**config.mk**
```make
export PLATFORM = sky130hd
export DESIGN_NAME = hazard_unit_sb
export DESIGN_NICKNAME = d
export VERILOG_FILES = /design/src/rtl/hazard_pkg.sv /design/src/rtl/perf_sat_cnt.sv /design/src/rtl/hazard_unit_sb.sv
export SDC_FILE = /design/constraint.sdc
export NUM_CORES = 1
export LEC_CHECK = 0
export ABC_AREA = 1
export CORE_ASPECT_RATIO = 0.6
export CORE_MARGIN = 3
export CORE_UTILIZATION = 70
export DETAILED_ROUTE_END_ITERATION = 10
export DONT_BUFFER_PORTS = 1
export GPL_ROUTABILITY_DRIVEN = 0
export PLACE_DENSITY = 0.86
export SKIP_CTS_REPAIR_TIMING = 1
export SLEW_MARGIN = 10
export SYNTH_ARGS = -nofsm -noshare
export SYNTH_HDL_FRONTEND = slang
export SYNTH_HIERARCHICAL = 1
export SYNTH_SLANG_ARGS = --single-unit
```
**constraint.sdc**
```tcl
create_clock -name clk -period 4.8 [get_ports clk]
set_input_delay 0.96 -clock clk [delete_from_list [all_inputs] [get_ports clk]]
set_output_delay 0.96 -clock clk [all_outputs]
set_load 0.05 [all_outputs]
```
**src/rtl/hazard_pkg.sv**
```systemverilog
// Shared encodings for the RV32 hazard/forwarding unit: forward selects,
// writeback classes and the MDU hold FSM states.
package hazard_pkg;

  // Decode-stage forward select (nearest producer wins)
  localparam logic [1:0] FWD_NONE = 2'b00;
  localparam logic [1:0] FWD_E    = 2'b01;
  localparam logic [1:0] FWD_M    = 2'b10;
  localparam logic [1:0] FWD_W    = 2'b11;

  // Execute-stage forward select
  localparam logic [1:0] FWD_EX_M = 2'b01;
  localparam logic [1:0] FWD_EX_W = 2'b10;

  localparam logic [1:0] WB_LOAD  = 2'b01;

  typedef enum logic [1:0] {
    MDU_IDLE    = 2'b00,
    MDU_BUSY    = 2'b01,
    MDU_RELEASE = 2'b10
  } mdu_state_e;

endpackage

```
**src/rtl/perf_sat_cnt.sv**
```systemverilog
// Saturating event counter with synchronous clear; clear beats increment.
module perf_sat_cnt #(
  parameter int PERF_W = 32
) (
  input  logic              clk,
  input  logic              rst_n,
  input  logic              inc,
  input  logic              clr,
  output logic [PERF_W-1:0] cnt
);

  always_ff @(posedge clk or negedge rst_n) begin
    if (!rst_n)                cnt <= '0;
    else if (clr)              cnt <= '0;
    else if (inc && cnt != '1) cnt <= cnt + 1'b1;
  end

endmodule

```
**src/rtl/hazard_unit_sb.sv**
```systemverilog
// 5-stage RV32 hazard unit: forwarding, load-use/branch stalls,
// multi-cycle MDU hold, mispredict flush and stall/flush perf counters.
module hazard_unit_sb
  import hazard_pkg::*;
#(
  parameter int REG_W    = 5,
  parameter int LAT_W    = 6,
  parameter int PERF_W   = 32,
  parameter bit FWD_D_EN = 1'b1
) (
  input  logic              clk,
  input  logic              rst_n,
  input  logic [REG_W-1:0]  rs1_D,
  input  logic [REG_W-1:0]  rs2_D,
  input  logic [REG_W-1:0]  rs1_E,
  input  logic [REG_W-1:0]  rs2_E,
  input  logic [REG_W-1:0]  rd_E,
  input  logic [REG_W-1:0]  rd_M,
  input  logic [REG_W-1:0]  rd_W,
  input  logic              we_reg_E,
  input  logic              we_reg_M,
  input  logic              we_reg_W,
  input  logic [1:0]        wb_ctrl_E,
  input  logic [1:0]        wb_ctrl_M,
  input  logic              branch_D,
  input  logic              pred_taken_D,
  input  logic              PC_src_D,
  input  logic              mdu_issue_E,
  input  logic [LAT_W-1:0]  mdu_lat_E,
  input  logic              mdu_done,
  input  logic              perf_clr,
  output logic              stall_F,
  output logic              stall_D,
  output logic              stall_E,
  output logic              flush_D,
  output logic              flush_E,
  output logic              flush_M,
  output logic [1:0]        forward_A_D,
  output logic [1:0]        forward_B_D,
  output logic [1:0]        forward_A_E,
  output logic [1:0]        forward_B_E,
  output logic              mdu_busy,
  output logic [PERF_W-1:0] perf_stall_cnt,
  output logic [PERF_W-1:0] perf_flush_cnt
);

  // ---------------- forwarding ----------------
  logic a_d_e, a_d_m, a_d_w, b_d_e, b_d_m, b_d_w;
  logic a_e_m, a_e_w, b_e_m, b_e_w;

  assign a_d_e = (rs1_D != '0) && (rs1_D == rd_E) && we_reg_E;
  assign a_d_m = (rs1_D != '0) && (rs1_D == rd_M) && we_reg_M;
  assign a_d_w = (rs1_D != '0) && (rs1_D == rd_W) && we_reg_W;
  assign b_d_e = (rs2_D != '0) && (rs2_D == rd_E) && we_reg_E;
  assign b_d_m = (rs2_D != '0) && (rs2_D == rd_M) && we_reg_M;
  assign b_d_w = (rs2_D != '0) && (rs2_D == rd_W) && we_reg_W;
  assign a_e_m = (rs1_E != '0) && (rs1_E == rd_M) && we_reg_M;
  assign a_e_w = (rs1_E != '0) && (rs1_E == rd_W) && we_reg_W;
  assign b_e_m = (rs2_E != '0) && (rs2_E == rd_M) && we_reg_M;
  assign b_e_w = (rs2_E != '0) && (rs2_E == rd_W) && we_reg_W;

  logic [1:0] fa_d, fb_d, fa_e, fb_e;

  always_comb begin
    fa_d = FWD_NONE;
    fb_d = FWD_NONE;
    fa_e = FWD_NONE;
    fb_e = FWD_NONE;
    if (FWD_D_EN) begin
      if      (a_d_e) fa_d = FWD_E;
      else if (a_d_m) fa_d = FWD_M;
      else if (a_d_w) fa_d = FWD_W;
      if      (b_d_e) fb_d = FWD_E;
      else if (b_d_m) fb_d = FWD_M;
      else if (b_d_w) fb_d = FWD_W;
    end
    if      (a_e_m) fa_e = FWD_EX_M;
    else if (a_e_w) fa_e = FWD_EX_W;
    if      (b_e_m) fb_e = FWD_EX_M;
    else if (b_e_w) fb_e = FWD_EX_W;
  end

  // ---------------- stall detection ----------------
  logic ld_stall, br_stall;

  assign ld_stall = (wb_ctrl_E == WB_LOAD) && we_reg_E && (rd_E != '0) &&
                    ((rs1_D == rd_E) || (rs2_D == rd_E));
  assign br_stall = branch_D && (wb_ctrl_M == WB_LOAD) && (rd_M != '0) &&
                    ((rs1_D == rd_M) || (rs2_D == rd_M));

  // ---------------- MDU hold FSM ----------------
  mdu_state_e       state, state_nxt;
  logic [LAT_W-1:0] cnt, cnt_nxt;
  logic             mdu_hold;

  always_ff @(posedge clk or negedge rst_n) begin
    if (!rst_n) begin
      state <= MDU_IDLE;
      cnt   <= '0;
    end else begin
      state <= state_nxt;
      cnt   <= cnt_nxt;
    end
  end

  always_comb begin
    state_nxt = state;
    cnt_nxt   = cnt;
    mdu_hold  = 1'b0;
    case (state)
      MDU_IDLE: begin
        if (mdu_issue_E && (mdu_lat_E >= LAT_W'(2)) && !mdu_done) begin
          mdu_hold  = 1'b1;
          cnt_nxt   = mdu_lat_E - LAT_W'(2);
          state_nxt = (mdu_lat_E != LAT_W'(2)) ? MDU_BUSY : MDU_RELEASE;
        end
      end
      MDU_BUSY: begin
        mdu_hold = 1'b1;
        if (cnt == LAT_W'(1) || mdu_done) state_nxt = MDU_RELEASE;
        else                              cnt_nxt   = cnt - LAT_W'(1);
      end
      // The finished op is still sitting in E, so a held issue is not a new op
      MDU_RELEASE: state_nxt = MDU_IDLE;
      default:     state_nxt = MDU_IDLE;
    endcase
  end

  // ---------------- stall / flush priority ----------------
  logic s_f, s_d, s_e, f_d, f_e, f_m;

  always_comb begin
    s_f = 1'b0;
    s_d = 1'b0;
    s_e = 1'b0;
    f_d = 1'b0;
    f_e = 1'b0;
    f_m = 1'b0;
    if (mdu_hold) begin
      // D is frozen, so a branch there must not resolve yet
      s_f = 1'b1;
      s_d = 1'b1;
      s_e = 1'b1;
      f_m = 1'b1;
    end else if (ld_stall || br_stall) begin
      s_f = 1'b1;
      s_d = 1'b1;
      f_e = 1'b1;
    end else begin
      f_d = branch_D && (pred_taken_D != PC_src_D);
    end
  end

  // Everything reads as zero while reset is held
  assign stall_F     = rst_n & s_f;
  assign stall_D     = rst_n & s_d;
  assign stall_E     = rst_n & s_e;
  assign flush_D     = rst_n & f_d;
  assign flush_E     = rst_n & f_e;
  assign flush_M     = rst_n & f_m;
  assign forward_A_D = rst_n ? fa_d : FWD_NONE;
  assign forward_B_D = rst_n ? fb_d : FWD_NONE;
  assign forward_A_E = rst_n ? fa_e : FWD_NONE;
  assign forward_B_E = rst_n ? fb_e : FWD_NONE;
  assign mdu_busy    = rst_n & (state != MDU_IDLE);

  // ---------------- perf counters ----------------
  perf_sat_cnt #(.PERF_W(PERF_W)) u_stall_cnt (
    .clk   (clk),
    .rst_n (rst_n),
    .inc   (stall_F),
    .clr   (perf_clr),
    .cnt   (perf_stall_cnt)
  );

  perf_sat_cnt #(.PERF_W(PERF_W)) u_flush_cnt (
    .clk   (clk),
    .rst_n (rst_n),
    .inc   (flush_D),
    .clr   (perf_clr),
    .cnt   (perf_flush_cnt)
  );

endmodule

```
Word level (Yosys, flattened, before mapping)
Index checks and enable logic that the tools add are counted.
{"block": "totals", "reg_bits": 72, "input_bits": 56, "elab_cells": 117}
{"block": "classes", "add_sub_neg": 4, "magnitude_cmp": 1, "n_eq_ne": 21, "mux": 33, "bitwise_logic": 5, "n_reduce_logical": 49}
{"cell": "32-bit 2-to-1 mux", "count": 4}
{"cell": "32-bit by 1-bit adder with 32-bit output (second input constant)", "count": 2}
{"cell": "32-bit != test (second input constant)", "count": 2}
{"cell": "5-bit equality test", "count": 10}
{"cell": "2-bit 2-to-1 mux", "count": 17}
{"cell": "1-bit logical AND", "count": 31}
{"cell": "5-bit nonzero test", "count": 6}
{"cell": "6-bit 2-to-1 mux", "count": 2}
{"cell": "6-bit one-hot mux with 2 select lines", "count": 1}
{"cell": "2-bit nonzero test", "count": 4}
{"cell": "1-bit 2-to-1 mux", "count": 7}
{"cell": "2-bit by 1-bit equality test with 1-bit output (second input constant)", "count": 3}
{"cell": "6-bit by 1-bit equality test with 1-bit output (second input constant)", "count": 1}
{"cell": "6-bit by 2-bit >= comparator with 1-bit output (second input constant)", "count": 1}
{"cell": "2-bit != test (second input constant)", "count": 3}
{"cell": "6-bit by 2-bit != test with 1-bit output (second input constant)", "count": 1}
{"cell": "6-bit by 1-bit subtractor with 6-bit output (second input constant)", "count": 1}
{"cell": "6-bit by 2-bit subtractor with 6-bit output (second input constant)", "count": 1}
{"cell": "1-bit bitwise AND", "count": 5}
{"cell": "1-bit logical OR", "count": 4}
{"cell": "2-bit one-hot mux with 2 select lines", "count": 1}
{"cell": "3-bit AND reduction", "count": 1}
{"cell": "2-bit zero test", "count": 1}
{"cell": "1-bit one-hot mux with 2 select lines", "count": 1}
{"cell": "3 further kinds", "count": 3}

Longest topological paths before layout
{"block": "logic_depth", "ltp_word": 11, "mapped_depth": 17, "mapped_depth_nobuf": 15}

By module
The synthesis kept the hierarchy.
{"mod": "perf_sat_cnt", "n_inst": 2, "cells_each": 345, "area_per_inst_um2": 2243.4, "seq_area_each_um2": 800.8}
{"mod": "hazard_unit_sb", "n_inst": 1, "cells_each": 317, "area_per_inst_um2": 1647.8, "seq_area_each_um2": 200.2}

Worst setup path before layout
OpenSTA, ideal clock, no wires.
{"block": "synth_timing", "kind": "input port to output port", "from": "in rd_M[0]", "to": "out forward_A_E[0]", "arrival_ns": 2.880, "t_required_ns": 3.840, "path_slack_ns": 0.960, "path_stages": 6, "cell_sequence": "buf_4 > inv_1 > o21ai_0 > nor2_1 > nand2_1 > nor4_1"}
{"block": "synth_between", "elab_chain_cells": 5}
{"element": "start: declaration", "line": "hazard_unit_sb.sv:18", "rtl": "input logic [REG_W-1:0] rd_M,"}
{"element": "5-bit equality test", "line": "hazard_unit_sb.sv:57", "rtl": "assign a_e_m = (rs1_E != '0) && (rs1_E == rd_M) && we_reg_M;"}
{"element": "1-bit logical AND (2 in a row)", "line": "hazard_unit_sb.sv:57"}
{"element": "2-bit 2-to-1 mux", "line": "hazard_unit_sb.sv:77", "rtl": "if (a_e_m) fa_e = FWD_EX_M;"}
{"element": "2-bit 2-to-1 mux", "line": "hazard_unit_sb.sv:163", "rtl": "assign forward_A_E = rst_n ? fa_e : FWD_NONE;"}
{"element": "end: declaration", "line": "hazard_unit_sb.sv:40", "rtl": "output logic [1:0] forward_A_E,"}
Every way passes these cells.

Final worst setup path
{"block": "layout_timing", "from": "in rd_M[1]", "to": "out stall_D"}
{"block": "layout_between", "elab_chain_cells": 7, "word_cells_on_any_way": 10}
{"element": "5-bit equality test or 5-bit nonzero test (tied branches)", "line": "hazard_unit_sb.sv:89, hazard_unit_sb.sv:88"}
{"element": "1-bit logical OR or 1-bit logical AND (tied branches)", "line": "hazard_unit_sb.sv:89, hazard_unit_sb.sv:88"}
{"element": "1-bit logical AND *", "line": "hazard_unit_sb.sv:88", "rtl": "assign br_stall = branch_D && (wb_ctrl_M == WB_LOAD) && (rd_M != '0) &&"}
{"element": "1-bit logical OR *", "line": "hazard_unit_sb.sv:145", "rtl": "end else if (ld_stall || br_stall) begin"}
{"element": "1-bit 2-to-1 mux *", "line": "hazard_unit_sb.sv:145"}
{"element": "1-bit 2-to-1 mux *", "line": "hazard_unit_sb.sv:139", "rtl": "if (mdu_hold) begin"}
{"element": "1-bit bitwise AND *", "line": "hazard_unit_sb.sv:156", "rtl": "assign stall_D = rst_n & s_d;"}
{"element": "end: declaration", "line": "hazard_unit_sb.sv:33", "rtl": "output logic stall_D,"}
Mark *: on every way between the ends. The rest lies on a longest branch, timed or not.

==> impl_metrics.json <==
{
  "placed_cell_area_mm2": 0.00618,
  "drt_wl_total_um": 18500,
  "synthTopCellsByArea": "dfrtp_1 29%, nand2_1 23%, nor2_1 9.1%",
  "outcome": "finished clean",
  "vias": 6838,
  "fin_setup_tns_ns": 0,
  "power_density_mw_per_mm2": 266,
  "yosys_warnings": 6,
  "critical_path_class": "input pin to primary output",
  "area_growth_pct": 5.94,
  "worstPathRequired_ns": 3.84,
  "cap_violations": 0,
  "finalPower_uw": 1730,
  "async_flop_share_pct": 100,
  "grt_antenna_before_repair": 0,
  "via_per_inst": 6.12,
  "synth_edf_count": 0,
  "synth.distinct_cells": 37,
  "diodes": 0,
  "nets": 1065,
  "initial_utilization_pct": 74.9,
  "slowest_stage": "nand2_1",
  "clk_pin_slew_ns": 0.06,
  "cts_buffers": 9,
  "drcViolationCount": 0,
  "grt_pass1_wl_um": 30000,
  "syn_inst": 1007,
  "peakVddDrop_v": 0.000170,
  "synth.avg_cell_area_um2": 6.09,
  "clockBufferDepth": 2,
  "fin_skew_ns": 0.00896,
  "netlist_area_mm2": 0.00613,
  "ys_seq_area_share_pct": 29.4,
  "rr_startpoint": "state[0]",
  "dieArea_mm2": 0.00996,
  "die_h_um": 78.5,
  "cts_tree": "yes",
  "finalSetupViolCount": 0,
  "fin_crit_ns": 3.57,
  "fin_crit_sh_pct": 74.3,
  "core_mm2": 0.00820,
  "min_path_type": "input pin to asynchronous set/reset pin",
  "wl_per_cell_um": 16.6,
  "pin_count": 135,
  "crit_buf_inv": 1,
  "crit_top_cell": "nand2_1",
  "htree_num_levels": 3,
  "path_max_fanout": 6,
  "drtIter0Drc": 1025,
  "first_pass_iters": 6,
  "finalInstanceArea_mm2": 0.00650,
  "crit_start": "rd_M[1]",
  "first_global_vias": 6062,
  "setup_ws_ns": 1.23,
  "cp.arrival_ns": 2.61,
  "cp-start-kind": "input pin",
  "ys.flop_type": "dfrtp_1",
  "synth_top_area_share_pct": 29.4,
  "hold_viol": 0,
  "row_count": 25,
  "dp_hpwl_um": 13700,
  "root_buffer": "clkbuf_16",
  "crit_path_end_kind": "primary output",
  "rsz0062_at_grt": "false",
  "fin_cells": 1117,
  "clock_sinks": 72,
  "die_w_um": 127,
  "placedCellCount": 1101,
  "slew_headroom_pct": 25.6,
  "grt_util_all_layers_pct": 37.5,
  "fillers": 617,
  "postSynthNetCount": 1068,
  "path_cells": "inv_2 > nand2_1 > nand2_1 > nor2_1 > nand3_1 > nand2_1 > nand2_2 > nand2_1 > nand2_1 > nand2_1",
  "synth_top_area_cell": "dfrtp_1",
  "crit_family": "simple AND/OR/NAND/NOR gates",
  "crit_path_max_incr_delay_ns": 0.81,
  "pre_cts_ws_ns": 1.25,
  "p_leak_uw": 0.00317,
  "insertion_delay_ns": 0.34,
  "port_buffers": 0,
  "fmax_mhz": 280,
  "overflow": 0,
  "worst_pin_slew_ns": 1.11,
  "final_layout_size_suffix_gt1_share_pct": 7.23,
  "grt_max_degree": 81,
  "ys_seq_elements": 72,
  "drtAntennaViolNets": 0,
  "maxSlewViolCount": 0
}
## cell type report
| class | count | area (um2) | area share, % |
|---|---|---|---|
| clock buffer | 9 | 225 | 3.47 |
| clock inverter | 7 | 95.1 | 1.46 |
| inverter | 116 | 435 | 6.70 |
| multi-input combinational | 798 | 3750 | 57.8 |
| sequential | 72 | 1800 | 27.7 |
| tap | 108 | 135 | 2.08 |
| timing repair buffer | 7 | 52.6 | 0.809 |
## path summary, 6_finish.rpt
kind | end | slack [ns] | cells after the start
worst max-delay path | stall_D | 1.23 | 10
worst min-delay path | cnt[2] | 0.32 | 0
worst max register to register | u_stall_cnt/cnt[24] | 1.95 | 11
worst min register to register | cnt[3] | 0.55 | 2
max in group asynchronous | u_stall_cnt/cnt[16] | 4.32 | 0
min in group clk | cnt[3] | 0.55 | 2
## sequential cells by signal, indices dropped and copies added, names as in the netlist
signal / flops
cnt: 6
state: 2
u_flush_cnt/cnt: 32
u_stall_cnt/cnt: 32
## power breakdown
| group | switching [uW] | total, uW | internal [uW] |
|---|---|---|---|
| combinational | 233 | 328 | 95.0 |
| clock | 272 | 728 | 456 |
| sequential | 35.2 | 672 | 637 |
| total | 540 | 1730 | 1190 |
## synthesized netlist by cell type (all sizes together), types with 4 or more instances
cell    number
nand2      391
dfrtp       72
or2          4
buf         17
ha           5
nand4       25
o22ai        4
inv        116
a21oi       17
nor3         9
nand3       81
clkbuf       4
o21ai       47
nor2       168
xnor2       13
xor2        22
## cells in the final DEF, fill, tap and decap left out, drive strengths merged, types with 3 or more instances in the layout
cell	netlist	layout
o21ai	47	47
nand2	391	391
nand4	25	25
inv	116	117
buf	17	7
nor2	168	168
clkinv	0	3
o22ai	4	4
ha	5	5
xor2	22	22
clkbuf	4	9
nand3	81	81
dfrtp	72	72
a21oi	17	17
nor3	9	9
or2	4	4
xnor2	13	13
## worst reg2reg max path, delay by kind of cell (launching register included)
family | cells | cell delay, ns
buf+inv | 3 | 0.68
flops | 1 | 0.38
simple gates | 8 | 1.71
## kinds of logic after synthesis
kind of cell / Yosys count / share of synthesized area [%]
fa+ha+maj: 5 / 1.02
buf+inv: 137 / 9.63
simple gates: 682 / 48.2
compound gates: 76 / 6.77
xor+xnor: 35 / 5.00
flops: 72 / 29.4
## per-stage QoR
step | util (%) | hold WS, ns
6_report | 79.3 | 0.318
5_1_grt | 79.3 | 0.298
4_1_cts | 79.3 | 0.310
3_5_place_dp | 75.4 | 0.529
3_3_place_gp | 75.4 | 0.517
2_1_floorplan | - | 0.484
## metal layers
layer | GRT usage, % | routed length (um) | vias up | part of all wire, %
li1 | - | - | 3155 | -
met1 | 53.4 | 7510 | 3096 | 40
met2 | 52.3 | 7360 | 542 | 40
met3 | 16.4 | 3370 | 45 | 18
met4 | 8.46 | 297 | 0 | 1.6
met5 | 0 | 0 | - | 0
No activity file was read; power rests on OpenSTA's default activity.
